===== src/rtl/apb_timer_regs_mc.sv =====
// apb_timer_regs_mc
// APB slave register file for a NUM_CH-channel timer. Each channel has four
// word registers at paddr = {channel, offset}: TDR (reload value), TCR
// (load/updown/en/cks control), TSR (OVF/UDF status, write-1-to-clear) and
// TIER (interrupt enables). Transfers are stretched by WAIT_CYCLES access
// wait states; accesses to a channel >= NUM_CH complete with pslverr.
//
// Ports:
//   pclk, preset_n           clock, asynchronous active-low reset
//   psel, penable, pwrite    APB control
//   paddr, pwdata            APB address / write data
//   prdata, pready, pslverr  APB response (prdata is combinational)
//   ovf_trig, udf_trig       per-channel overflow/underflow pulses from counters
//   tdr, en, updown, load, cks  per-channel control vectors to the counters
//   irq, irq_any             registered per-channel interrupts and their OR
module apb_timer_regs_mc #(
  parameter int NUM_CH      = 4,
  parameter int DATA_W      = 8,
  parameter int ADDR_W      = 8,
  parameter int WAIT_CYCLES = 2
) (
  input  logic                     pclk,
  input  logic                     preset_n,
  input  logic                     psel,
  input  logic                     penable,
  input  logic                     pwrite,
  input  logic [ADDR_W-1:0]        paddr,
  input  logic [DATA_W-1:0]        pwdata,
  output logic [DATA_W-1:0]        prdata,
  output logic                     pready,
  output logic                     pslverr,
  input  logic [NUM_CH-1:0]        ovf_trig,
  input  logic [NUM_CH-1:0]        udf_trig,
  output logic [DATA_W*NUM_CH-1:0] tdr,
  output logic [NUM_CH-1:0]        en,
  output logic [NUM_CH-1:0]        updown,
  output logic [NUM_CH-1:0]        load,
  output logic [2*NUM_CH-1:0]      cks,
  output logic [NUM_CH-1:0]        irq,
  output logic                     irq_any
);

  logic [2:0]        wait_cnt;
  logic [31:0]       ch_idx;
  logic [1:0]        offset;
  logic              ch_valid;
  logic              wr_commit;
  logic [NUM_CH-1:0] wr_tdr, wr_tcr, wr_tsr, wr_tier;

  logic [DATA_W-1:0] tdr_q [NUM_CH];
  logic [1:0]        cks_q [NUM_CH];
  logic [NUM_CH-1:0] en_q, updown_q, load_q;
  logic [NUM_CH-1:0] ovf_q, udf_q, ovf_ie_q, udf_ie_q, irq_q;

  assign ch_idx   = 32'(paddr[ADDR_W-1:2]);
  assign offset   = paddr[1:0];
  assign ch_valid = (ch_idx < 32'(NUM_CH));

  // Gated by preset_n so pready is low throughout reset even with WAIT_CYCLES=0.
  assign pready    = preset_n & psel & penable & (wait_cnt == 3'(WAIT_CYCLES));
  assign pslverr   = pready & ~ch_valid;
  assign wr_commit = pready & pwrite & ch_valid;

  always_ff @(posedge pclk or negedge preset_n) begin
    if (!preset_n) begin
      wait_cnt <= '0;
    end else if (!psel || pready) begin
      wait_cnt <= '0;
    end else if (penable) begin
      wait_cnt <= wait_cnt + 3'd1;
    end
  end

  always_comb begin
    wr_tdr  = '0;
    wr_tcr  = '0;
    wr_tsr  = '0;
    wr_tier = '0;
    for (int unsigned c = 0; c < NUM_CH; c++) begin
      if (wr_commit && (ch_idx == c)) begin
        case (offset)
          2'd0: wr_tdr[c]  = 1'b1;
          2'd1: wr_tcr[c]  = 1'b1;
          2'd2: wr_tsr[c]  = 1'b1;
          2'd3: wr_tier[c] = 1'b1;
        endcase
      end
    end
  end

  always_ff @(posedge pclk or negedge preset_n) begin
    if (!preset_n) begin
      for (int unsigned c = 0; c < NUM_CH; c++) begin
        tdr_q[c] <= '0;
        cks_q[c] <= '0;
      end
      en_q     <= '0;
      updown_q <= '0;
      load_q   <= '0;
      ovf_q    <= '0;
      udf_q    <= '0;
      ovf_ie_q <= '0;
      udf_ie_q <= '0;
      irq_q    <= '0;
    end else begin
      for (int unsigned c = 0; c < NUM_CH; c++) begin
        if (wr_tdr[c]) tdr_q[c] <= pwdata;
        if (wr_tcr[c]) cks_q[c] <= pwdata[1:0];
      end
      en_q     <= (en_q & ~wr_tcr) | (wr_tcr & {NUM_CH{pwdata[4]}});
      updown_q <= (updown_q & ~wr_tcr) | (wr_tcr & {NUM_CH{pwdata[5]}});
      // TCR bit 7 is not stored; it only launches a single-cycle load pulse.
      load_q   <= wr_tcr & {NUM_CH{pwdata[7]}};
      ovf_ie_q <= (ovf_ie_q & ~wr_tier) | (wr_tier & {NUM_CH{pwdata[0]}});
      udf_ie_q <= (udf_ie_q & ~wr_tier) | (wr_tier & {NUM_CH{pwdata[1]}});
      // Trigger is OR'd after the W1C mask so a simultaneous event wins.
      ovf_q    <= (ovf_q & ~(wr_tsr & {NUM_CH{pwdata[0]}})) | ovf_trig;
      udf_q    <= (udf_q & ~(wr_tsr & {NUM_CH{pwdata[1]}})) | udf_trig;
      irq_q    <= (ovf_q & ovf_ie_q) | (udf_q & udf_ie_q);
    end
  end

  always_comb begin
    prdata = '0;
    if (pready && !pwrite && ch_valid) begin
      for (int unsigned c = 0; c < NUM_CH; c++) begin
        if (ch_idx == c) begin
          case (offset)
            2'd0: prdata = tdr_q[c];
            2'd1: begin
              prdata[5]   = updown_q[c];
              prdata[4]   = en_q[c];
              prdata[1:0] = cks_q[c];
            end
            2'd2: begin
              prdata[1] = udf_q[c];
              prdata[0] = ovf_q[c];
            end
            2'd3: begin
              prdata[1] = udf_ie_q[c];
              prdata[0] = ovf_ie_q[c];
            end
          endcase
        end
      end
    end
  end

  always_comb begin
    tdr = '0;
    cks = '0;
    for (int unsigned c = 0; c < NUM_CH; c++) begin
      tdr[c*DATA_W +: DATA_W] = tdr_q[c];
      cks[2*c +: 2]           = cks_q[c];
    end
  end

  assign en      = en_q;
  assign updown  = updown_q;
  assign load    = load_q;
  assign irq     = irq_q;
  assign irq_any = |irq_q;

endmodule


===== config.mk =====
export PLATFORM = sky130hd
export DESIGN_NAME = apb_timer_regs_mc
export DESIGN_NICKNAME = d
export VERILOG_FILES = /design/src/rtl/apb_timer_regs_mc.sv
export SDC_FILE = /design/constraint.sdc
export NUM_CORES = 1
export LEC_CHECK = 0
export CORE_AREA = 2 2 74 111
export DETAILED_ROUTE_END_ITERATION = 8
export DIE_AREA = 0 0 76 113
export PLACE_DENSITY = 0.78
export SETUP_SLACK_MARGIN = 0.05
export SYNTH_ARGS = -nofsm -noshare
export SYNTH_HDL_FRONTEND = slang
export SYNTH_SLANG_ARGS = --single-unit

===== constraint.sdc =====
create_clock -name pclk -period 3.1 [get_ports pclk]
set_input_delay 0.62 -clock pclk [delete_from_list [all_inputs] [get_ports pclk]]
set_output_delay 0.62 -clock pclk [all_outputs]
set_load 0.005 [all_outputs]

Word-level counts from Yosys, hierarchy flattened:

Index checks and enable logic that the tools add are counted.

* flip-flop bits (word level): 75
* logic and storage cells: 115

* add/sub/neg operators: 1
* order comparisons: 1
* equality and inequality tests: 7
* multiplexer cells: 43
* bitwise operators: 33
* reductions and logical operators: 13

Operators with widths (number)
* bitwise AND 4 bit: 15
* 2-to-1 mux 8 bit: 5
* zero test 32 bit: 1
* one-hot mux 2 bit (4 select lines): 4
* OR 4 bit: 7
* 2-to-1 mux 1 bit: 20
* 2-to-1 mux 2 bit: 8
* NOT 4 bit: 4
* one-hot mux 2 bit (2 select lines): 4
* == test 6 x 2 -> 1 bit (second input constant): 2
* bitwise AND 1 bit: 6
* == test 6 x 1 -> 1 bit (second input constant): 1
* logical AND 1 bit: 6
* < comparator 6 x 3 -> 1 bit (second input constant): 1
* 2-to-1 mux 3 bit: 2
* == test 2 bit (second input constant): 2
* OR reduction 4 bit: 1
* adder 3 x 1 -> 3 bit (second input constant): 1
* == test 3 x 2 -> 1 bit (second input constant): 1
* == test 2 x 1 -> 1 bit (second input constant): 1
* zero test 1 bit: 2
* zero test 2 bit: 1
* nonzero test 2 bit: 1
* logical OR 1 bit: 1
* NOT 1 bit: 1

Depth between registers and ports, before layout:

Gate-level depths: netlist of run 1.

* word-level depth: 11
* gate-level depth with buffers: 7

Worst setup path after synthesis of run 1:

Ideal clock, no wire load.

* kind: in2out
* from: input port paddr[6]
* to: output port prdata[6]
* arrival: 2.037 ns
* data required time: 2.480 ns
* setup slack: 0.443 ns
* stages: 4
* path buffers: 0
* cell sequence: or4_4 nor2_1 or4b_2 nor2b_1

* cells in the longest elaborated chain, start to end: 9

Ends and longest elaborated chain
* from (decl): RTL line 27 `input logic [ADDR_W-1:0] paddr,`
* zero test 32 bit: RTL line 127 `if (ch_idx == c) begin`
* 2-to-1 mux 8 bit: RTL line 127
* 2-to-1 mux 2 bit: RTL line 128 `case (offset)`
* 2-to-1 mux 8 bit: RTL line 127
* 2-to-1 mux 2 bit: RTL line 128
* 2-to-1 mux 8 bit: RTL line 127
* 2-to-1 mux 2 bit: RTL line 128
* 2-to-1 mux 8 bit: RTL line 127
* 2-to-1 mux 8 bit *: RTL line 125 `if (pready && !pwrite && ch_valid) begin`
* to (decl): RTL line 29 `output logic [DATA_W-1:0] prdata,`

Mark *: on every way between the ends. The rest lies on a longest branch, timed or not.

Worst setup path in the final report of run 1:

* from: input port paddr[0]
* to: output port prdata[0]

* cells in the longest elaborated chain, start to end: 7

Ends and longest elaborated chain (RTL line)
* == test 2 bit, or another cell as far along: 128
* one-hot mux 2 bit (4 select lines): 128
* 2-to-1 mux 8 bit (3 in series): 127
* 2-to-1 mux 8 bit *: 127
* 2-to-1 mux 8 bit *: 125

Marked as above.

==> impl_results.md, run 1 <==
* Layout Skew at 0.00720 ns
* CP Launch Type: primary input
* Root buffer cell: clkbuf_16
* Drt pass-1 iters at 4
* Part of the Yosys area used for sequential elements at 51.9%
* Placed Cells at 508
* Min Tclk post-route at 2.99 ns
* Layout fillers at 479
* Die X at 76 um
* Area Growth Syn to Fin at 54.7%
* Diodes inserted at 0
* Total die area at 8590 um^2
* Post-synthesis async set-or-reset flop share at 100%
* Setup TNS at 0 ns
* Pwr Total at 2.21 mW
* Via density per instance at 5.61
* RSZ-0062 raised after global routing: false
* WP data arrival at 2.37 ns
* Initial antenna violation count at 0
* Port Buffer Count at 95
* Share of layout cells above drive strength 1 at 43.6%
* Area share of the largest cell type after synthesis at 51.9%
* RR Startpoint: wait_cnt[0]
* GRT Total Usage at 25.8%
* Ys Warns at 0
* Largest net degree at the start of global routing at 76
* Setup WS pre-CTS at -0.673 ns
* Mapped Nets at 306
* LEAKAGE at 2.53 nW
* Worst EP required at 2.48 ns
* Max-slew violations at 0
* Hold-fix buffer count after cts at 0
* CTS clock-pin slew for the worst setup and hold paths at 0.06 ns
* Fin nets at 462
* Ys flop type: dfrtp_1
* Grt total ovfl at 0
* Setup violators final at 0
* Yosys reg bits at 75
* Worst VDD drop at 0.366 mV
* Clock sinks at 75
* Via Count at 3019
* Critical path class: primary input to output pin
* Cell count of the worst reg-to-reg path at 8
* Avg Cell Area, Syn at 13.1 um^2
* Worst Max-Slew Pin Slew at 0.910 ns
* Cell taking the most area after synthesis: dfrtp_1
* Total Wirelength at 10800 um
* Initial core utilization at 47.8%
* Drt wl/cell at 20.1 um
* Post-synthesis cell area at 3610 um^2
* Hold Fails Final Rpt at 0
* Yosys cell types at 42
* Endpoint type of the worst setup path: output pin
* CTS tree: built
* Row count at 39
* Rel. slew slack at 39.3%
* Main area contributors after synthesis: dfrtp_1 (52%), mux2_2 (18%), mux4_2 (6.2%), nor2_1 (2.0%), mux2i_1 (1.9%)
* Initial DRC count at 188
* DP Wirelength at 7480 um
* Total CTS buffers at 9
* Die height at 113 um
* PwrDens at 395 nW/um^2
* Post-Synthesis Cells at 275
* Clk_lat worst skew at 0.34 ns
* DRC viols at 0
* Vias in the first global route at 3189
* Longest Clk Path Bufs at 2
* Status: complete, no violations
* Max-cap violations at 0
* HP Class: primary input to async pin
* Period utilization at 96.4%
* Final critical-path setup slack at 0.111 ns
* First-pass GRT wire length at 16600 um
* RD Place Congestion at 0.953
* Post-synth EDFFs at 0
* Finished Layout Cells at 538
* Critical path fanouts, max at 5
* Core ar. at 7560 um^2
* Worst Setup SP: paddr[0]
* DRT antenna net count at 0
* Ports at 96
* Fmax at 335 MHz
* H-tree levels at 3
-- layer usage --
metal	share of wire [%]	GRT usage, %	routed length (um)
met1	36	27.9	3900
met2	55	47.0	5980
met3	4.8	4.23	519
met4	3.8	15.9	411
met5	0	0	0
-- worst paths after layout --
check,slack [ns],end
max in group asynchronous,2.00,cks[1]
min,0.51,wait_cnt[2]
min reg2reg,0.53,tdr[12]
max reg2reg,0.75,flop
max,0.11,prdata[0]
min in group pclk,0.53,tdr[12]
-- where the power goes --
group | switching [mW] | internal, mW
logic | 0.0990 | 0.0955
registers | 0.00306 | 0.983
clock network | 0.390 | 0.640
-- through the flow --
stage / hold slack [ns] / area [um^2] / utilization, %
after global placement: 0.508 / 5020 / 66.4
after CTS: 0.540 / 5500 / 72.7
after floorplan: 0.324 / 3610 / -
final: 0.512 / 5590 / 73.9
after detailed placement: 0.523 / 5020 / 66.4
after global routing: 0.551 / 5590 / 73.9
-- placed cells by master, fill, tap and decap left out, drive strengths merged, types with 3 or more instances in the layout --
master and instances:
clkdlybuf4s50 81, nor2 19, dfrtp 75, clkinv 3, nand2b 7, mux2i 7
nor3 15, a22o 4, buf 71, o22ai 4, mux4 10, and2 3
or4 4, nand2 4, a21oi 6, mux2 58, inv 7, clkbuf 14
o31ai 4, nor4 7
-- cell families after synthesis --
group	synth area share [%]
muxes	26.2
DFF	51.9
and+or+nand+nor	13.0
AOI/OAI and AO/OA	5.12
buffers and inverters	2.49
xor gates and xnor gates	0.485
adders and majority gates	0.692
-- synthesized netlist by cell type, types with 2 or more instances --
| master | number |
|---|---|
| dfrtp_1 | 75 |
| mux2_2 | 58 |
| nor2_1 | 19 |
| clkbuf_1 | 12 |
| nor3_1 | 11 |
| mux4_2 | 10 |
| inv_1 | 7 |
| mux2i_1 | 7 |
| nand2b_1 | 7 |
| a21oi_1 | 6 |
| nor4_1 | 5 |
| a22o_1 | 4 |
| nand2_1 | 4 |
| o22ai_1 | 4 |
| o31ai_1 | 4 |
| a2111oi_0 | 2 |
| a211oi_1 | 2 |
| a22oi_1 | 2 |
| and2_0 | 2 |
| buf_1 | 2 |
| ha_1 | 2 |
| nand3_1 | 2 |
| nand3b_1 | 2 |
| nor2b_1 | 2 |
| nor3_2 | 2 |
| nor3_4 | 2 |
| nor4_4 | 2 |
| o221ai_1 | 2 |
| or2_2 | 2 |
| or4_2 | 2 |
-- critical path, cell delays in order --
cell and delay [ns]:
clkdlybuf4s50_1 0.47, buf_6 0.12, buf_12 0.11, mux4_2 0.54, a211oi_4 0.29, nor3_4 0.07
buf_2 0.13
-- repair_timing --
item	CTS	global route
pin swaps	14	8
resized for setup	58	19
endpoints found under the setup margin	8	8
setup buffers	8	8
-- layout make-up --
class	count	area (um^2)	area share [%]
clock inverter	5	52.6	0.940
inverter	7	26.3	0.470
timing repair buffer	160	1440	25.8
tap	102	128	2.28
clock buffer	11	243	4.34
sequential	75	1880	33.6
multi-input combinational	178	1820	32.6
Power figures use the tool's default switching activity.
==> run 2, diff against run 1 <==
MAX_ROUTING_LAYER = met4   (was not set)
==> run 2 against run 1 <==
Compared with the run above:
- die area unchanged
- via count down 1.2%
- flip-flop and latch count is the same
- combinational power hardly changed
- worst hold slack better by 0.0067 ns
- utilization did not move
- register-to-register slack worse by 0.04 ns
- sequential power about the same
- clock-buffer cell count stayed put
- sequential share of layout area did not move
- critical path depth stayed put
- clock skew is essentially flat
- largest cell class unchanged
==> impl_results.md, run 2 (synthesis results as in run 1) <==
* Status: complete, no violations
* CTS tree: built
* Vias in the first global route at 3184 (-0.16%)
* Final critical-path setup slack at 0.111 ns (+0.0000680 ns)
* Layout Skew at 0.00769 ns (+0.000499 ns)
* Fin nets at 462 (unchanged)
* Placed Cells at 508 (unchanged)
* Via density per instance at 5.55 (-1.2%)
* Flop-to-flop setup slack at 0.71 ns (-0.04 ns)
* Met2 routed WL at 6020 um (+0.59%)
* Layout fillers at 479 (unchanged)
* Max-cap violations at 0 (unchanged)
* WP buf/inv at 4 (unchanged)
* Total die area at 8590 um^2 (unchanged)
* Clk_lat worst skew at 0.34 ns (about the same)
* Reg area at 1880 um^2 (unchanged)
* Placed Area at 5020 um^2 (unchanged)
* WL met3 at 423 um (-18%)
* WP data arrival at 2.37 ns (about the same)
* Row count at 39 (unchanged)
* Initial core utilization at 47.8% (unchanged)
* Total CTS buffers at 9 (unchanged)
* Most common cell after layout, fill and taps aside: clkdlybuf4s50_1
* GRT Total Usage at 26.7% (+0.85 points)
* Ports at 96 (unchanged)
* Worst Max-Slew Pin Slew at 0.913 ns (+0.00304 ns)
* Period utilization at 96.4% (about the same)
* Slowest stage cell, crit path: mux4_2
* Diodes inserted at 0 (unchanged)
* Drt wl/cell at 20.1 um (about the same)
* PwrDens at 395 nW/um^2 (-0.14%)
* Hold Worst Slack at 0.518 ns (+0.00669 ns)
* DRT antenna net count at 0 (unchanged)
* Worst VDD drop at 0.366 mV (about the same)
* Finished Layout Cells at 538 (unchanged)
* Reg-to-reg endpoint: cks[3]
* DRC viols at 0 (unchanged)
* Min Tclk post-route at 2.99 ns (-0.0000680 ns)
* Multi-input gate area at 1820 um^2 (unchanged)
* HP Class: primary input to async pin
* Final instance area at 5590 um^2 (unchanged)
* CP Cell Sequence: clkdlybuf4s50_1 > buf_6 > buf_12 > mux4_2 > a211oi_4 > nor3_4 > buf_2
* LEAKAGE at 2.53 nW (unchanged)
* Most frequent cells in the layout: clkdlybuf4s50_1 (81), dfrtp_1 (75), buf_4 (58)
* Metal-1 WL at 3960 um (+1.6%)
* Share of layout cells above drive strength 1 at 43.6% (unchanged)
* Grt total ovfl at 0 (unchanged)
* Total Wirelength at 10800 um (about the same)
* Final design utilization at 73.9% (unchanged)
* CP Launch Type: primary input
* Drt pass-1 iters at 4 (unchanged)
* Initial DRC count at 173 (-8.0%)
* Largest net degree at the start of global routing at 76 (unchanged)
* Die height at 113 um (unchanged)
* Crit-path leading delay family: buffers and inverters
* DP Wirelength at 7480 um (unchanged)
* Core ar. at 7560 um^2 (unchanged)
* Hold-fix buffer count after cts at 0 (unchanged)
* Cell count of the worst reg-to-reg path at 9 (+1)
* Area Growth Syn to Fin at 54.7% (unchanged)
* Port Buffer Count at 95 (unchanged)
* Fmax at 335 MHz (about the same)
* Clock sinks at 75 (unchanged)
* Setup violators final at 0 (unchanged)
* Critical path fanouts, max at 5 (unchanged)
* H-tree levels at 3 (unchanged)
* Root buffer cell: clkbuf_16
* Setup WS pre-CTS at -0.673 ns (unchanged)
* Hold Fails Final Rpt at 0 (unchanged)
* Max-slew violations at 0 (unchanged)
* RR Startpoint: wait_cnt[0]
* RSZ-0062 raised after global routing: false
* Critical path class: primary input to output pin
* First-pass GRT wire length at 16700 um (+0.17%)
* Via Count at 2984 (-1.2%)
* Die X at 76 um (unchanged)
* RD Place Congestion at 0.970 (+1.8%)
* Initial antenna violation count at 0 (unchanged)
* Top routing layer used: met4
* Delay of the slowest cell on the worst path at 0.54 ns (about the same)
* Rel. slew slack at 39.1% (-0.20 points)
* CTS clock-pin slew for the worst setup and hold paths at 0.06 ns (about the same)
* Endpoint type of the worst setup path: output pin
* Longest Clk Path Bufs at 2 (unchanged)
* Worst EP required at 2.48 ns (about the same)
-- run 2: how the worst max path moves through the flow --
stage	start	end	slack [ns]	depth (start not counted)
after global routing	paddr[0]	prdata[0]	0.05	7
after floorplan	paddr[6]	prdata[6]	0.44	4
final	paddr[0]	prdata[0]	0.11	7
after global placement	paddr[6]	prdata[4]	-0.59	8
after CTS	paddr[0]	prdata[1]	0.06	7
after detailed placement	paddr[6]	prdata[4]	-0.67	8
-- run 2: layout make-up --
type,count,area share (%)
timing repair buffer,160,25.8
inverter,7,0.470
sequential,75,33.6
multi-input combinational,178,32.6
clock inverter,5,0.940
tap,102,2.28
clock buffer,11,4.34
-- run 2: through the flow --
stage               TNS (ns)  power (mW)
CTS                        0        2.20
finish                     0        2.21
detailed placement     -3.83        1.17
floorplan                  0        1.06
global route               0        2.28
global placement       -3.35        1.17
-- run 2: timing repair --
action                                  4_1_cts  5_1_grt
hold endpoints to repair                      0        0
setup buffers                                 8        8
endpoints found under the setup margin        8        8
resized for setup                            58       19
pin swaps                                    14        8
-- run 2: routing by layer --
metal  up-vias  track usage [%]
li1       1331                -
met1      1520             28.0
met2       104             47.1
met3        29             4.31
met4         0             15.9
met5         -                -
-- run 2: where the power goes --
| part | leakage (nW) | internal [mW] | total (mW) | switching [mW] |
|---|---|---|---|---|
| logic | 1.38 | 0.0955 | 0.194 | 0.0987 |
| clock network | 0.145 | 0.640 | 1.03 | 0.387 |
| registers | 1.00 | 0.983 | 0.986 | 0.00306 |
| total | 2.53 | 1.72 | 2.21 | 0.489 |
==> run 3, diff against run 2 <==
CORE_AREA = 2 2 73 110   (was 2 2 74 111)
DIE_AREA = 0 0 75 112   (was 0 0 76 113)
PLACE_DENSITY = 0.8   (was 0.78)
clock period = 3.64 ns   (was 3.1 ns; I/O delays follow)
==> run 3 against run 2 <==
Compared with the run above:
- power shrank 17%
- clock-buffer cell count grew 1
- non-clock buffer count shrank 17
- sequential power shrank 15%
- first-iteration DRC count grew 25%
- sequential share of layout area grew 1.8 points
- utilization shrank 2.9 points
- largest power group unchanged
- flip-flop and latch count is the same
==> impl_results.md, run 3 (synthesis results as in run 1) <==
* RSZ-0062 raised after global routing: true
* Top routing layer used: met4
* Via density per instance at 5.55 (+0.12%)
* Clock sinks at 75 (unchanged)
* First-pass GRT wire length at 16000 um (-3.8%)
* Ports at 96 (unchanged)
* DRT antenna net count at 0 (unchanged)
* Worst VDD drop at 0.296 mV (-19%)
* WL met3 at 548 um (+30%)
* Largest net degree at the start of global routing at 76 (unchanged)
* HP Class: flop to flop
* Critical path fanouts, max at 3 (-2)
* GRT Total Usage at 26.6% (about the same)
* Metal-1 WL at 3770 um (-4.7%)
* Port Buffer Count at 95 (unchanged)
* Layout Skew at 0.00408 ns (-0.00361 ns)
* Via Count at 2882 (-3.4%)
* Min Tclk post-route at 3.57 ns
* Switch share at 21.3% (-0.86 points)
* Status: complete, no violations
* Setup TNS at 0 ns (unchanged)
* Initial core utilization at 48.4% (+0.62 points)
* Period utilization at 98.1%
* Placed Area at 4950 um^2 (-1.4%)
* Endpoint type of the worst setup path: output pin
* Fin nets at 445 (-3.7%)
* WP data arrival at 2.84 ns (+0.47 ns)
* Share of layout cells above drive strength 1 at 36.7% (-6.9 points)
* Drt pass-1 iters at 4 (unchanged)
* Max-slew violations at 0 (unchanged)
* Drt wl/cell at 19.5 um (-2.9%)
* Setup violators final at 0 (unchanged)
* Initial antenna violation count at 0 (unchanged)
* Total Wirelength at 10100 um (-6.3%)
* Hold Worst Slack at 0.535 ns (+0.0170 ns)
* Final critical-path setup slack at 0.0690 ns (-0.0422 ns)
* DRC viols at 0 (unchanged)
* Total CTS buffers at 9 (unchanged)
* Fmax at 280 MHz
* Setup WS pre-CTS at -0.256 ns (+0.417 ns)
* Sw power at 392 uW (-20%)
* Reg power frac at 45.7% (+1.0 points)
* PwrDens at 347 nW/um^2 (-12%)
* H-tree levels at 3 (unchanged)
* Total die area at 8400 um^2 (-2.2%)
* Logic pwr share at 7.8% (-1.0 points)
* Most frequent cells in the layout: clkdlybuf4s50_1 (86), dfrtp_1 (75), mux2_2 (58)
* Internal at 1.45 mW (-16%)
* DP Wirelength at 7460 um (-0.29%)
* Final instance area at 5310 um^2 (-5.1%)
* Row count at 39 (unchanged)
* Die height at 112 um (-0.88%)
* Diodes inserted at 0 (unchanged)
* Grt total ovfl at 0 (unchanged)
* Pwr Total at 1.84 mW (-17%)
* Critical path class: primary input to output pin
* Worst EP required at 2.91 ns (+0.43 ns)
* Met2 routed WL at 5370 um (-11%)
* Root buffer cell: clkbuf_16
* Vias in the first global route at 3121 (-2.0%)
* Max-cap violations at 0 (unchanged)
* Longest Clk Path Bufs at 2 (unchanged)
* Rel. slew slack at 36.3% (-2.8 points)
* Core ar. at 7470 um^2 (-1.3%)
* Initial DRC count at 217 (+25%)
* LEAKAGE at 2.40 nW (-5.0%)
* Most common cell after layout, fill and taps aside: clkdlybuf4s50_1
* CP Launch Type: primary input
* Clk_lat worst skew at 0.33 ns (about the same)
* Area Growth Syn to Fin at 46.8%
* Hold Fails Final Rpt at 0 (unchanged)
* CTS clock-pin slew for the worst setup and hold paths at 0.05 ns (about the same)
* Clock power share at 46.4% (about the same)
* Layout fillers at 528 (+10%)
* Die X at 75 um (-1.3%)
* CTS tree: built
* Worst Max-Slew Pin Slew at 0.955 ns (+0.0415 ns)
* RD Place Congestion at 0.904 (-6.8%)
[run 3: power by group through the flow]
stage / combinational, mW / clock (mW) / sequential, mW
2_1_floorplan: 0.0492 / 0 / 0.854
3_3_place_gp: 0.136 / 0 / 0.854
3_5_place_dp: 0.139 / 0 / 0.855
4_1_cts: 0.144 / 0.863 / 0.840
5_1_grt: 0.155 / 0.900 / 0.840
6_report: 0.144 / 0.854 / 0.840
[run 3: critical path, stage by stage]
cell             delay, ns
clkdlybuf4s50_1       0.43
or4_4                 0.58
or3_1                 0.39
o221ai_2              0.22
a2111oi_2             0.09
buf_4                 0.14
dlygate4sd2_1         0.25
[run 3: layout make-up]
class,instances,area [um^2],area share (%)
clock buffer,12,246,4.65
clock inverter,2,37.5,0.708
inverter,7,26.3,0.495
multi-input combinational,178,1700,32.0
sequential,75,1880,35.4
tap,102,128,2.41
timing repair buffer,143,1290,24.3
[run 3: layer usage]
metal	up-vias	track usage (%)
met1	1458	31.3
met2	101	43.0
met4	0	13.3
li1	1296	-
met5	-	-
met3	27	4.43
[run 3: final timing paths]
| check | end | from | slack [ns] | cells past startpoint |
|---|---|---|---|---|
| worst max-delay path | prdata[5] | paddr[4] | 0.07 | 7 |
| worst min-delay path | tdr[23] | tdr[23] | 0.54 | 1 |
| worst max register to register | flop | wait_cnt[0] | 1.11 | 8 |
| worst min register to register | tdr[23] | tdr[23] | 0.54 | 1 |
| max in group asynchronous | load[0] | preset_n | 2.38 | 2 |
| min in group asynchronous | wait_cnt[1] | preset_n | 0.62 | 2 |
[run 3: what timing repair did]
action,4_1_cts,5_1_grt
hold buffers,0,0
endpoints found under the setup margin,8,4
cloned,0,0
pin swaps,6,3
gates resized for setup,26,2
setup buffers,4,1
[run 3: through the flow]
step           cells  util, %
3_5_place_dp     500     66.2
4_1_cts          518     70.8
5_1_grt          519     71.1
2_1_floorplan    275        -
6_report         519     71.1
3_3_place_gp     500     66.2
